**src/rtl/cnn_layer_accel_job_sequencer.sv**
```systemverilog
// Host-side job sequencer for one cnn_layer_accel_quad: queues descriptors, walks each job
// through the start/fetch/complete handshake, bridges fetch to DMA and traps hung jobs.
module cnn_layer_accel_job_sequencer #(
  parameter int C_DESC_DEPTH = 4,
  parameter int C_TIMEOUT    = 65535,
  parameter int C_CNT_W      = 16
) (
  input  logic               clk_if,
  input  logic               rst,
  input  logic               desc_valid,
  output logic               desc_ready,
  input  logic [127:0]       desc_data,
  output logic               job_start,
  input  logic               job_accept,
  output logic [127:0]       job_parameters,
  input  logic               job_fetch_request,
  output logic               job_fetch_ack,
  output logic               job_fetch_complete,
  input  logic               job_complete,
  output logic               job_complete_ack,
  output logic               dma_req,
  input  logic               dma_grant,
  input  logic               dma_done,
  input  logic               err_clear,
  output logic               busy,
  output logic               timeout_err,
  output logic [2:0]         err_state,
  output logic [C_CNT_W-1:0] jobs_done
);

  localparam int AW   = $clog2(C_DESC_DEPTH);
  localparam int WD_W = (C_TIMEOUT > 1) ? $clog2(C_TIMEOUT + 1) : 1;

  typedef enum logic [2:0] {
    IDLE       = 3'd0,
    START      = 3'd1,
    FETCH_WAIT = 3'd2,
    DMA_REQ    = 3'd3,
    DMA_WAIT   = 3'd4,
    RUN        = 3'd5,
    ERROR      = 3'd6
  } state_t;

  state_t               state_reg, state_next;
  logic [127:0]         fifo_mem [C_DESC_DEPTH];
  logic [AW-1:0]        wr_ptr_reg, rd_ptr_reg;
  logic [AW:0]          count_reg;
  logic [127:0]         job_parameters_reg;
  logic [WD_W-1:0]      wd_cnt_reg, wd_cnt_next;
  logic [2:0]           err_state_reg;
  logic [C_CNT_W-1:0]   jobs_done_reg;
  logic                 fetch_ack_reg, fetch_complete_reg, complete_ack_reg;
  logic                 fifo_full, fifo_empty, push, pop;
  logic                 wd_active, wd_expired;

  assign fifo_full  = (count_reg == (AW+1)'(C_DESC_DEPTH));
  assign fifo_empty = (count_reg == '0);
  assign push       = desc_valid && !fifo_full;
  // The cycle carrying job_complete_ack is skipped so the quad sees the ack before a new start.
  assign pop        = (state_reg == IDLE) && !fifo_empty && !complete_ack_reg;

  assign wd_active  = (state_reg != IDLE) && (state_reg != ERROR);
  assign wd_expired = (C_TIMEOUT != 0) && wd_active && (wd_cnt_reg == WD_W'(C_TIMEOUT - 1));

  always_comb begin
    state_next = state_reg;
    case (state_reg)
      IDLE:       if (pop) state_next = START;
      START:      if (job_accept) state_next = FETCH_WAIT;
                  else if (wd_expired) state_next = ERROR;
      FETCH_WAIT: if (job_fetch_request) state_next = DMA_REQ;
                  else if (wd_expired) state_next = ERROR;
      DMA_REQ:    if (dma_grant) state_next = DMA_WAIT;
                  else if (wd_expired) state_next = ERROR;
      DMA_WAIT:   if (dma_done) state_next = RUN;
                  else if (wd_expired) state_next = ERROR;
      RUN:        if (job_complete) state_next = IDLE;
                  else if (wd_expired) state_next = ERROR;
      ERROR:      if (err_clear) state_next = IDLE;
      default:    state_next = IDLE;
    endcase
  end

  always_comb begin
    wd_cnt_next = '0;
    if (wd_active && (state_next == state_reg)) wd_cnt_next = wd_cnt_reg + 1'b1;
  end

  // Descriptor storage carries no reset so it maps onto plain memory.
  always_ff @(posedge clk_if) begin
    if (push) fifo_mem[wr_ptr_reg] <= desc_data;
  end

  always_ff @(posedge clk_if or negedge rst) begin
    if (!rst) begin
      state_reg          <= IDLE;
      wd_cnt_reg         <= '0;
      wr_ptr_reg         <= '0;
      rd_ptr_reg         <= '0;
      count_reg          <= '0;
      job_parameters_reg <= '0;
      err_state_reg      <= '0;
      jobs_done_reg      <= '0;
      fetch_ack_reg      <= 1'b0;
      fetch_complete_reg <= 1'b0;
      complete_ack_reg   <= 1'b0;
    end else begin
      state_reg          <= state_next;
      wd_cnt_reg         <= wd_cnt_next;
      fetch_ack_reg      <= (state_reg == DMA_REQ) && dma_grant;
      fetch_complete_reg <= (state_reg == DMA_WAIT) && dma_done;
      complete_ack_reg   <= (state_reg == RUN) && job_complete;
      if ((state_next == ERROR) && (state_reg != ERROR)) err_state_reg <= state_reg;
      if ((state_reg == RUN) && job_complete) jobs_done_reg <= jobs_done_reg + 1'b1;
      if (push) wr_ptr_reg <= wr_ptr_reg + 1'b1;
      if (pop) begin
        rd_ptr_reg         <= rd_ptr_reg + 1'b1;
        job_parameters_reg <= fifo_mem[rd_ptr_reg];
      end
      if (push && !pop) count_reg <= count_reg + 1'b1;
      else if (pop && !push) count_reg <= count_reg - 1'b1;
    end
  end

  assign desc_ready         = !fifo_full;
  assign job_start          = (state_reg == START);
  assign job_parameters     = job_parameters_reg;
  assign job_fetch_ack      = fetch_ack_reg;
  assign job_fetch_complete = fetch_complete_reg;
  assign job_complete_ack   = complete_ack_reg;
  assign dma_req            = (state_reg == DMA_REQ);
  assign busy               = (state_reg != IDLE) || !fifo_empty;
  assign timeout_err        = (state_reg == ERROR);
  assign err_state          = err_state_reg;
  assign jobs_done          = jobs_done_reg;

endmodule

```
**config.mk**
```make
export PLATFORM = sky130hd
export DESIGN_NAME = cnn_layer_accel_job_sequencer
export DESIGN_NICKNAME = d
export VERILOG_FILES = /design/src/rtl/cnn_layer_accel_job_sequencer.sv
export SDC_FILE = /design/constraint.sdc
export NUM_CORES = 1
export LEC_CHECK = 0
export CORE_ASPECT_RATIO = 0.9
export CORE_MARGIN = 10
export CORE_UTILIZATION = 62
export CTS_BUF_LIST = sky130_fd_sc_hd__clkbuf_4 sky130_fd_sc_hd__clkbuf_8
export DETAILED_ROUTE_END_ITERATION = 8
export HOLD_SLACK_MARGIN = 0.1
export PLACE_DENSITY = 0.87
export SYNTH_ARGS = -nofsm -noshare
export SYNTH_HDL_FRONTEND = slang
export SYNTH_SLANG_ARGS = --single-unit
```
**constraint.sdc**
```tcl
create_clock -name clk_if -period 11.8 [get_ports clk_if]
set_input_delay 1.77 -clock clk_if [delete_from_list [all_inputs] [get_ports clk_if]]
set_output_delay 1.77 -clock clk_if [all_outputs]
set_load 0.01 [all_outputs]
```
==> results by group, run 1 <==
Status
  – Status: finished clean

Timing
  – Fin crit period: 4.494 ns
  – Worst-margin pin slew: between 1 and 1.5 ns
  – Final hold vios: 0
  – Fmax: around 220 MHz
  – Fin crit share: 0.3809
  – Final setup violation count: 0
  – Max Clock Skew: about 0.044 ns
  – Max-slew violations: 0
  – Relative slew slack: 0.2719
  – Hold_ws: just under 0.5 ns
  – RSZ-0062 raised after global routing: no
  – Final TNS setup: 0 ns

Floorplanning
  – Core area: 40,730 sq um
  – Starting Density: 0.6291
  – Die Y: between 200 and 250 microns
  – Rows: 70
  – Die area: about 50,000 sq um
  – I/O pins: slightly below 300
  – Die extent in x: about 230 microns

CTS
  – Clock latency on the worst-skew pair: between 0.6 and 0.7 ns
  – Clk pin slew, worst setup/hold paths: roughly 0.070 ns
  – Root Buffer: clkbuf_8
  – Clk sinks: between 600 and 700
  – Post-CTS Setup Inserts: 0
  – CTS-repair resized insts: 0
  – H-Tree Level Count: 3
  – TritonCTS clock tree: built
  – TritonCTS buffer count: slightly above 100
  – Hold buffer count at cts: 0
  – Maximum root-to-sink buffer count: 3

Yosys
  – Ys async rst share: 0.2558
  – Unique masters post-synth: 53
  – Mapped Area: around 26,000 sq um
  – Yosys top cell by area: edfxtp_1
  – Register area share after synthesis: 0.7720
  – Top post-synthesis cells by area: edfxtp_1 (60%), dfrtp_1 (17%), mux4_2 (11%)
  – #FFs+latches synth: 688
  – Syn Area/Cell: between 20 and 25 sq um
  – Mapped Cells: 1,176
  – Number of enable flip-flop cells after synthesis: about 510
  – Ys flop type: edfxtp_1
  – Ys Warns: 0
  – Mapped Nets: around 1,300
  – Yosys top cell area share: 0.6001

Job
  – Max-cap violations: 0

Global route
  – Tot GR Track Use: 0.2155
  – Antenna violations before repair: 12
  – GRT overflow: 0
  – Global-route wire length before repair: 80.91 mm
  – Vias in the first global route: ~13,000
  – Pin count of the biggest net entering global routing: 130

Placement
  – Number of port buffers: between 200 and 300
  – Placed Cells: 1,967
  – Hpwl dp: ~33 mm
  – Routability cong.: 0.7944

Routing
  – Wire per inst: ~25 microns
  – Vias per cell: roughly 5.8
  – Met3 wire length: 5.001 mm
  – Drt drc: 0
  – Wire length on met2: 26.32 mm
  – Routed wire length: 53.01 mm
  – Routed via count: 12,582
  – DRT Pass-1 Iters: 5
  – Post-route ant nets: 0
  – Met1 Wirelength: roughly 21 mm
  – Number of DRC markers in iteration 0: slightly below 1,000
  – Top sig layer: met5

Worst setup path
  – CP startpoint: state_reg[0]$_DFF_PN0_
  – Crit path DAT: between 2 and 3 ns
  – Worst R2R Start: rd_ptr_reg[1]$_DFFE_PN0P_
  – Crit path kind: register to primary output
  – Worst EP required: 10.03 ns
  – CP Max Fanout: 18
  – Setup crit end kind: primary output
  – Setup crit start kind: register

Min path
  – Min-delay src: jobs_done[8]$_DFFE_PN0P_
  – Hold Path Class: register to register

Finish
  – Non-filler instance count after layout: between 2,000 and 2,500
  – Fraction of layout cells with a size suffix above 1: 0.2968
  – Most common cell after layout, fill and taps aside: edfxtp_1
  – Nets: 1,676
  – Area grow syn2layout: 22.25%
  – Area of the multi-input gates: around 5600 sq um
  – Reg area: around 20,000 sq um
  – Most frequent cells in the layout: edfxtp_1 (512), clkdlybuf4s50_1 (290), dfrtp_1 (174)
  – Filler cell count: slightly above 2,000
  – Max reg flops: 512

Pwr
  – PwrDens: between 200 and 300 nW/um^2
  – Design Power: just over 8 mW
  – Leak: approximately 11 nW
  – Max VDD drop: between 0.2 and 0.3 mV
kinds of logic after synthesis:
group | Yosys count | share of synthesized area
AND/OR/NAND/NOR | 105 | 0.02447
adder cells (fa/ha/maj) | 9 | 0.004688
AO/OA/AOI/OAI | 17 | 0.004786
flip-flops | 688 | 0.7720
buffers and inverters | 61 | 0.01118
XOR/XNOR | 35 | 0.01196
multiplexers | 261 | 0.1710
final timing paths:
kind,slack [ns],cells past startpoint,to
min,0.49,1,jobs_done[8]$_DFFE_PN0P_
max in group asynchronous,9.17,2,rd_ptr_reg[0]$_DFFE_PN0P_
max,7.31,3,busy
max reg2reg,8.77,4,job_parameters[69]$_DFFE_PN0P_
min in group asynchronous,1.13,1,job_parameters[127]$_DFFE_PN0P_
min reg2reg,0.49,1,jobs_done[8]$_DFFE_PN0P_
metrics by stage:
step,area (sq um),util,setup slack (ns)
finish,31320,0.7691,7.306
global route,31310,0.7688,7.140
CTS,31310,0.7687,7.234
detailed placement,29090,0.7144,7.179
global placement,29090,0.7144,7.183
floorplan,25620,-,6.530
worst max-delay path, cell delays in order, from the launching register on:
cell             delay (ns)
dfrtp_1                0.57
or3_1                  0.53
or4_1                  0.44
clkdlybuf4s50_1        0.50
metal layers:
metal / vias to the layer above / track usage
li1: 5448 / -
met1: 6544 / 0.2873
met2: 491 / 0.3406
met3: 87 / 0.07245
met4: 12 / 0.05246
met5: - / 0
final cells by class:
| cell class | instances | share of cell area |
|---|---|---|
| flip-flops and latches | 688 | 0.6317 |
| clock inverters | 26 | 0.005992 |
| multi-input cells | 427 | 0.1782 |
| repair buffers | 302 | 0.09615 |
| inverters | 10 | 0.001198 |
| clock buffers | 164 | 0.06467 |
| well taps | 540 | 0.02157 |
| diodes | 6 | 0.0004793 |
Yosys cell counts, types with 9 or more instances:
| cell | n |
|---|---|
| buf_2 | 25 |
| clkbuf_1 | 20 |
| dfrtp_1 | 176 |
| edfxtp_1 | 512 |
| inv_1 | 9 |
| mux2_2 | 131 |
| mux4_2 | 128 |
| nand2_1 | 25 |
| nand3_1 | 13 |
| nor2_1 | 20 |
| xnor2_1 | 18 |
| xor2_1 | 17 |
report_power, final:
group / internal [mW] / total [mW] / switching, mW / leakage [nW]
Combinational: 1.38 / 2.52 / 1.14 / 2.98
Sequential: 3.28 / 3.63 / 0.345 / 6.83
Clock: 1.12 / 2.00 / 0.880 / 1.19
Total: 5.78 / 8.15 / 2.37 / 11.0
Note: power is estimated with default switching activity, not from simulation.
==> run 2, diff against run 1 <==
--- a/config.mk
+++ b/config.mk
@@ -7,11 +7,11 @@
 export LEC_CHECK = 0
 export CORE_ASPECT_RATIO = 0.9
 export CORE_MARGIN = 10
-export CORE_UTILIZATION = 62
+export CORE_UTILIZATION = 58
 export CTS_BUF_LIST = sky130_fd_sc_hd__clkbuf_4 sky130_fd_sc_hd__clkbuf_8
 export DETAILED_ROUTE_END_ITERATION = 8
 export HOLD_SLACK_MARGIN = 0.1
-export PLACE_DENSITY = 0.87
+export PLACE_DENSITY = 0.82
 export SYNTH_ARGS = -nofsm -noshare
 export SYNTH_HDL_FRONTEND = slang
 export SYNTH_SLANG_ARGS = --single-unit
==> constraint.sdc (replaced) <==
create_clock -name clk_if -period 4.35 [get_ports clk_if]
set_input_delay 0.6525 -clock clk_if [delete_from_list [all_inputs] [get_ports clk_if]]
set_output_delay 0.6525 -clock clk_if [all_outputs]
set_load 0.01 [all_outputs]
==> run 2 against run 1 <==
Net effect:
- sequential share of layout area shrank 0.44 points
- clock skew shrank 0.021 ns
- cell count grew 3.0%
- sequential cell count is the same
- global-route usage shrank 1.5 points
- count of clock-buffer cells in the layout grew 2
==> results by group, run 2 (synthesized netlist as in run 1, its figures left out) <==
Global route
  – Tot GR Track Use: 0.2006
  – Pin count of the biggest net entering global routing: 130
  – Vias in the first global route: 13,593
  – Global-route wire length before repair: between 80 and 90 mm
  – Antenna violations before repair: 8
  – GRT overflow: 0

Pwr
  – Leak: approximately 11 nW
  – Seq pwr share: 0.443
  – NetSw: between 6 and 7 mW
  – Clock power frac: 0.244
  – PwrDens: 703.7 nW/um^2
  – Sw Ratio: 0.2897
  – Max VDD drop: approximately 0.66 mV
  – Pint: 15.77 mW
  – Combinational share of power: 0.313

Job
  – Max-cap violations: 0

Worst setup path
  – Worst EP required: between 3 and 4 ns
  – Crit path DAT: ~2.7 ns
  – Reg2reg path depth: 6
  – Reg2reg end: wd_cnt_reg[15]$_DFF_PN0_
  – CP Max Fanout: 18
  – Crit path kind: register to primary output
  – Setup crit end kind: primary output
  – Worst R2R Start: state_reg[0]$_DFF_PN0_
  – R2r setup slk: roughly 1.7 ns
  – Setup crit start kind: register

Finish
  – Final core occ: 0.7280
  – Fraction of layout cells with a size suffix above 1: 0.3010
  – Most frequent cells in the layout: edfxtp_1 (512), clkdlybuf4s50_1 (290), dfrtp_1 (174)
  – Max reg flops: slightly above 500
  – Filler cell count: roughly 2,400
  – Area of the multi-input gates: 5583 sq um
  – Final instance area: approximately 32,000 sq um
  – Reg area: about 20,000 sq um
  – Nets: 1,688
  – Most common cell after layout, fill and taps aside: edfxtp_1
  – Area grow syn2layout: 23.11%

Timing
  – Crit path setup slack, layout: around 1.0 ns
  – Max Clock Skew: 0.02280 ns
  – Fin crit share: 0.7664
  – Final setup violation count: 0
  – Max-slew violations: 0
  – Final hold vios: 0
  – Final TNS setup: 0 ns
  – Worst-margin pin slew: roughly 1.1 ns
  – Relative slew slack: 0.2694
  – RSZ-0062 raised after global routing: no
  – Fin crit period: approximately 3.3 ns
  – Fmax: ~300 MHz

Routing
  – Wire per inst: about 24 microns
  – Post-route ant nets: 0
  – Vias per cell: between 5 and 6
  – Routed wire length: roughly 53 mm
  – Drt drc: 0
  – DRT Pass-1 Iters: 5
  – Number of DRC markers in iteration 0: about 780
  – Routed via count: approximately 13,000

Min path
  – Hold Path Class: register to register
  – Hold depth: 1
  – Min-delay src: jobs_done[15]$_DFFE_PN0P_
  – Hold Path Sink: jobs_done[15]$_DFFE_PN0P_

CTS
  – Post-CTS Setup Inserts: 0
  – TritonCTS clock tree: built
  – TritonCTS buffer count: approximately 100
  – Clock latency on the worst-skew pair: 0.66 ns
  – Maximum root-to-sink buffer count: 3
  – Clk pin slew, worst setup/hold paths: 0.06 ns
  – Clk sinks: 688
  – H-Tree Level Count: 3
  – Root Buffer: clkbuf_8

Floorplanning
  – Die Y: 219.4 microns
  – I/O pins: around 300
  – Die extent in x: 241.6 microns
  – Core area: between 40,000 and 50,000 sq um
  – Die area: approximately 53,000 sq um
  – Rows: between 70 and 80
  – Starting Density: 0.5913

Placement
  – Dpl cell area: between 20,000 and 30,000 sq um
  – Routability cong.: 0.8429
  – Number of port buffers: between 200 and 300
  – Hpwl dp: 31.98 mm
  – Placement Setup Slack: about 1.4 ns

Status
  – Status: finished clean
run 2: cell types whose count changed in the layout (fill, tap and decap cells not counted):
cell and change:
clkinv_2 +4, clkinv_1 +2, buf_12 +8, bufinv_16 +1
dlygate4sd3_1 +1, inv_8 -4, inv_12 -1, diode_2 -1
clkbuf_8 -5, clkbuf_4 +7, inv_6 +1
run 2: worst max-delay path by stage:
stage	start	to	slack, ns	cells after the start
finish	state_reg[0]$_DFF_PN0_	busy	1.02	3
global route	state_reg[0]$_DFF_PN0_	busy	0.91	3
CTS	state_reg[0]$_DFF_PN0_	busy	0.97	3
detailed placement	job_accept	wd_cnt_reg[5]$_DFF_PN0_	1.38	7
global placement	job_accept	wd_cnt_reg[4]$_DFF_PN0_	1.48	7
floorplan	count_reg[0]$_DFFE_PN0P_	fifo_mem[0][0]$_DFFE_PP_	0.18	3
run 2: power groups by stage:
stage                     Clock, mW  Sequential, mW  Combinational, mW
final                          5.42            9.83               6.95
after global routing           5.84            10.0               7.43
after CTS                      5.53            9.86               7.09
after detailed placement          0            9.96               7.06
after global placement            0            9.84               6.89
after floorplan                   0            9.91               4.19
run 2: metal layers:
metal,wire length (microns),share of wire,global-route usage
met1,21160,0.40,0.2564
met2,26590,0.50,0.3268
met3,3977,0.075,0.06496
met4,933,0.018,0.05964
met5,78,0.0015,0
run 2: worst max-delay path, cell delays in order (launching register included):
cell and delay (ns):
dfrtp_1 0.57, or3_1 0.48, or4_1 0.46, clkdlybuf4s50_1 0.51
run 2: per-stage QoR:
| step | hold slack, ns | power (mW) | std cells |
|---|---|---|---|
| after floorplan | 0.3569 | 14.10 | 1176 |
| after global placement | 0.4631 | 16.73 | 2027 |
| after detailed placement | 0.4660 | 17.02 | 2027 |
| after CTS | 0.4731 | 22.48 | 2223 |
| after global routing | 0.4812 | 23.28 | 2224 |
| final | 0.4681 | 22.20 | 2228 |
run 2: what timing repair did:
action                     CTS  global route
hold buffers                 1             0
setup endpoints to repair    0             0
hold endpoints to repair    67             0
gates resized for setup      0             0
run 2: cell type report:
type                            count  share of cell area
Sequential cell                   688              0.6273
Timing Repair Buffer              311              0.1009
Antenna cell                        5           0.0003967
Inverter                           10            0.001190
Clock buffer                      166             0.06370
Tap cell                          592             0.02348
Multi-Input combinational cell    427              0.1770
Clock inverter                     29            0.006108
==> run 3, diff against run 2 <==
--- a/config.mk
+++ b/config.mk
@@ -7,11 +7,11 @@
 export LEC_CHECK = 0
 export CORE_ASPECT_RATIO = 0.9
 export CORE_MARGIN = 10
-export CORE_UTILIZATION = 58
+export CORE_UTILIZATION = 52
 export CTS_BUF_LIST = sky130_fd_sc_hd__clkbuf_4 sky130_fd_sc_hd__clkbuf_8
 export DETAILED_ROUTE_END_ITERATION = 8
 export HOLD_SLACK_MARGIN = 0.1
-export PLACE_DENSITY = 0.82
+export PLACE_DENSITY = 0.78
 export SYNTH_ARGS = -nofsm -noshare
 export SYNTH_HDL_FRONTEND = slang
 export SYNTH_SLANG_ARGS = --single-unit
==> constraint.sdc (replaced) <==
create_clock -name clk_if -period 2.78 [get_ports clk_if]
set_input_delay 0.417 -clock clk_if [delete_from_list [all_inputs] [get_ports clk_if]]
set_output_delay 0.417 -clock clk_if [all_outputs]
set_load 0.01 [all_outputs]
==> run 3 against run 2 <==
Net effect:
- sequential cell count unchanged
- register-to-register slack worse by 1.2 ns
- utilization down 7.1 points
- via count increased by 1.1%
- combinational power grew 68%
- non-clock buffer count grew 41
- count of clock-buffer cells in the layout up 13
- global-route usage shrank 1.3 points
- highest routed layer unchanged
- worst hold slack worse by 0.18 ns
- die area is 11% higher
- critical endpoint unchanged
- cell count increased by 3.8%
- clock power up 58%
==> results by group, run 3 (synthesized netlist as in run 1, its figures left out) <==
Floorplanning
  – Rows: 77
  – I/O pins: roughly 300
  – Die extent in x: about 250 microns
  – Core area: 48,940 sq um
  – Die area: 58,560 sq um
  – Starting Density: 0.5235
  – Die Y: 230.6 microns

Worst setup path
  – R2r setup slk: 0.55 ns
  – Worst EP required: between 2 and 2.5 ns
  – Crit path kind: register to primary output
  – Slowest cell on crit path: or4_1
  – Crit-path max cell delay: approximately 0.44 ns
  – Setup crit start kind: register
  – Ordered list of cells on the worst path: or3_1, or4_1, dlygate4sd2_1
  – Crit path DAT: 2.26 ns
  – Worst Path Buf+Inv: 1
  – CP top delay family: simple AND/OR/NAND/NOR gates
  – CP Max Fanout: 2
  – Setup crit end kind: primary output

Finish
  – Area grow syn2layout: 25.44%
  – Most frequent cells in the layout: edfxtp_1 (512), clkdlybuf4s50_1 (288), dfrtp_1 (174)
  – Final instance area: around 32,000 sq um
  – Fraction of layout cells with a size suffix above 1: 0.3208
  – Most common cell after layout, fill and taps aside: edfxtp_1
  – Non-filler instance count after layout: 2,313
  – Max reg flops: a little over 500
  – Nets: 1,731
  – Final core occ: 0.6567

Routing
  – Wire per inst: between 20 and 25 microns
  – Routed via count: 12,689
  – Routed wire length: ~54 mm
  – DRT Pass-1 Iters: 4
  – Vias per cell: between 5 and 6
  – Drt drc: 0
  – Number of DRC markers in iteration 0: slightly above 800
  – Post-route ant nets: 0

CTS
  – Clk pin slew, worst setup/hold paths: approximately 0.060 ns
  – TritonCTS buffer count: 106
  – H-Tree Level Count: 3
  – Root Buffer: clkbuf_8
  – TritonCTS clock tree: built
  – Clock latency on the worst-skew pair: approximately 0.7 ns
  – Clk sinks: between 600 and 700
  – Maximum root-to-sink buffer count: 3

Pwr
  – Leak: 11.37 nW
  – Max VDD drop: slightly above 0.7 mV
  – PwrDens: between 1000 and 1500 nW/um^2
  – Design Power: around 35 mW

Placement
  – Routability cong.: approximately 0.77
  – Placed Cells: between 2,000 and 2,500
  – Hpwl dp: approximately 34 mm
  – Placement Setup Slack: about 0.38 ns
  – Dpl cell area: 29,880 sq um
  – Number of port buffers: roughly 290

Timing
  – Relative slew slack: 0.4365
  – RSZ-0062 raised after global routing: no
  – Hold_ws: between 0.2 and 0.3 ns
  – Max Clock Skew: roughly 0.02 ns
  – Worst-margin pin slew: between 0.8 and 0.9 ns
  – Final setup violation count: 0
  – Fin crit share: 0.9621
  – Final hold vios: 0
  – Crit path setup slack, layout: roughly 0.11 ns
  – Final TNS setup: 0 ns
  – Fmax: approximately 370 MHz
  – Fin crit period: roughly 2.7 ns
  – Max-slew violations: 0

Global route
  – Tot GR Track Use: 0.1880
  – Antenna violations before repair: 9
  – Vias in the first global route: approximately 14,000
  – GRT overflow: 0
  – Pin count of the biggest net entering global routing: 73
  – Global-route wire length before repair: 83.58 mm

Status
  – Status: finished clean

Min path
  – Hold Path Class: input port to asynchronous set/reset pin

Job
  – Max-cap violations: 0
[run 3: cell count changes in the layout (fill, tap and decap cells not counted), sizes merged]
cell and delta:
bufinv -2, diode -1, dlygate4sd2 +2, clkdlybuf4s50 -2, clkinv -7, inv +1, buf +41, clkbuf +13
[run 3: final cells by class]
type | instances | area (sq um)
Sequential cell | 688 | 19790
Fill cell | 3194 | 16800
Multi-Input combinational cell | 427 | 5583
Timing Repair Buffer | 352 | 3691
Clock buffer | 179 | 2132
Tap cell | 632 | 790.8
Clock inverter | 21 | 110.1
Inverter | 10 | 37.54
Antenna cell | 4 | 10.01
[run 3: worst paths after layout]
path                                                  end  cells after the start                 startpoint
max                                                  busy                      3     state_reg[1]$_DFF_PN0_
min                        job_parameters[77]$_DFFE_PN0P_                      2                        rst
max reg2reg                      count_reg[1]$_DFFE_PN0P_                      7     state_reg[1]$_DFF_PN0_
min reg2reg                     jobs_done[15]$_DFFE_PN0P_                      1  jobs_done[15]$_DFFE_PN0P_
max in group asynchronous   job_parameters[5]$_DFFE_PN0P_                      3                        rst
min in group clk_if          job_fetch_complete$_DFF_PN0_                      3                   dma_done
[run 3: timing repair]
action                                  4_1_cts  5_1_grt
hold buffers                                  1        0
endpoints found under the hold margin        48        0
gates resized for setup                       3        0
endpoints found under the setup margin        2        0
setup buffers                                 0        0
[run 3: where the power goes]
part | internal (mW) | switching [mW] | total (mW)
Combinational | 6.51 | 5.16 | 11.7
Clock | 4.82 | 3.76 | 8.58
Sequential | 13.9 | 1.35 | 15.2
Total | 25.2 | 10.3 | 35.5
[run 3: worst register-to-register path, stage by stage, from the launching register on]
cell	delay, ns
dfrtp_1	0.40
or3_1	0.43
nor3_4	0.21
inv_2	0.11
ha_1	0.21
inv_1	0.08
fa_1	0.42
mux2_2	0.27
[run 3: metal layers]
metal / track usage / wire [microns] / vias up
li1: - / - / 5552
met1: 0.2432 / 21980 / 6676
met2: 0.3031 / 27460 / 370
met3: 0.05998 / 3881 / 81
met4: 0.05365 / 893 / 10
met5: 0 / 65 / -
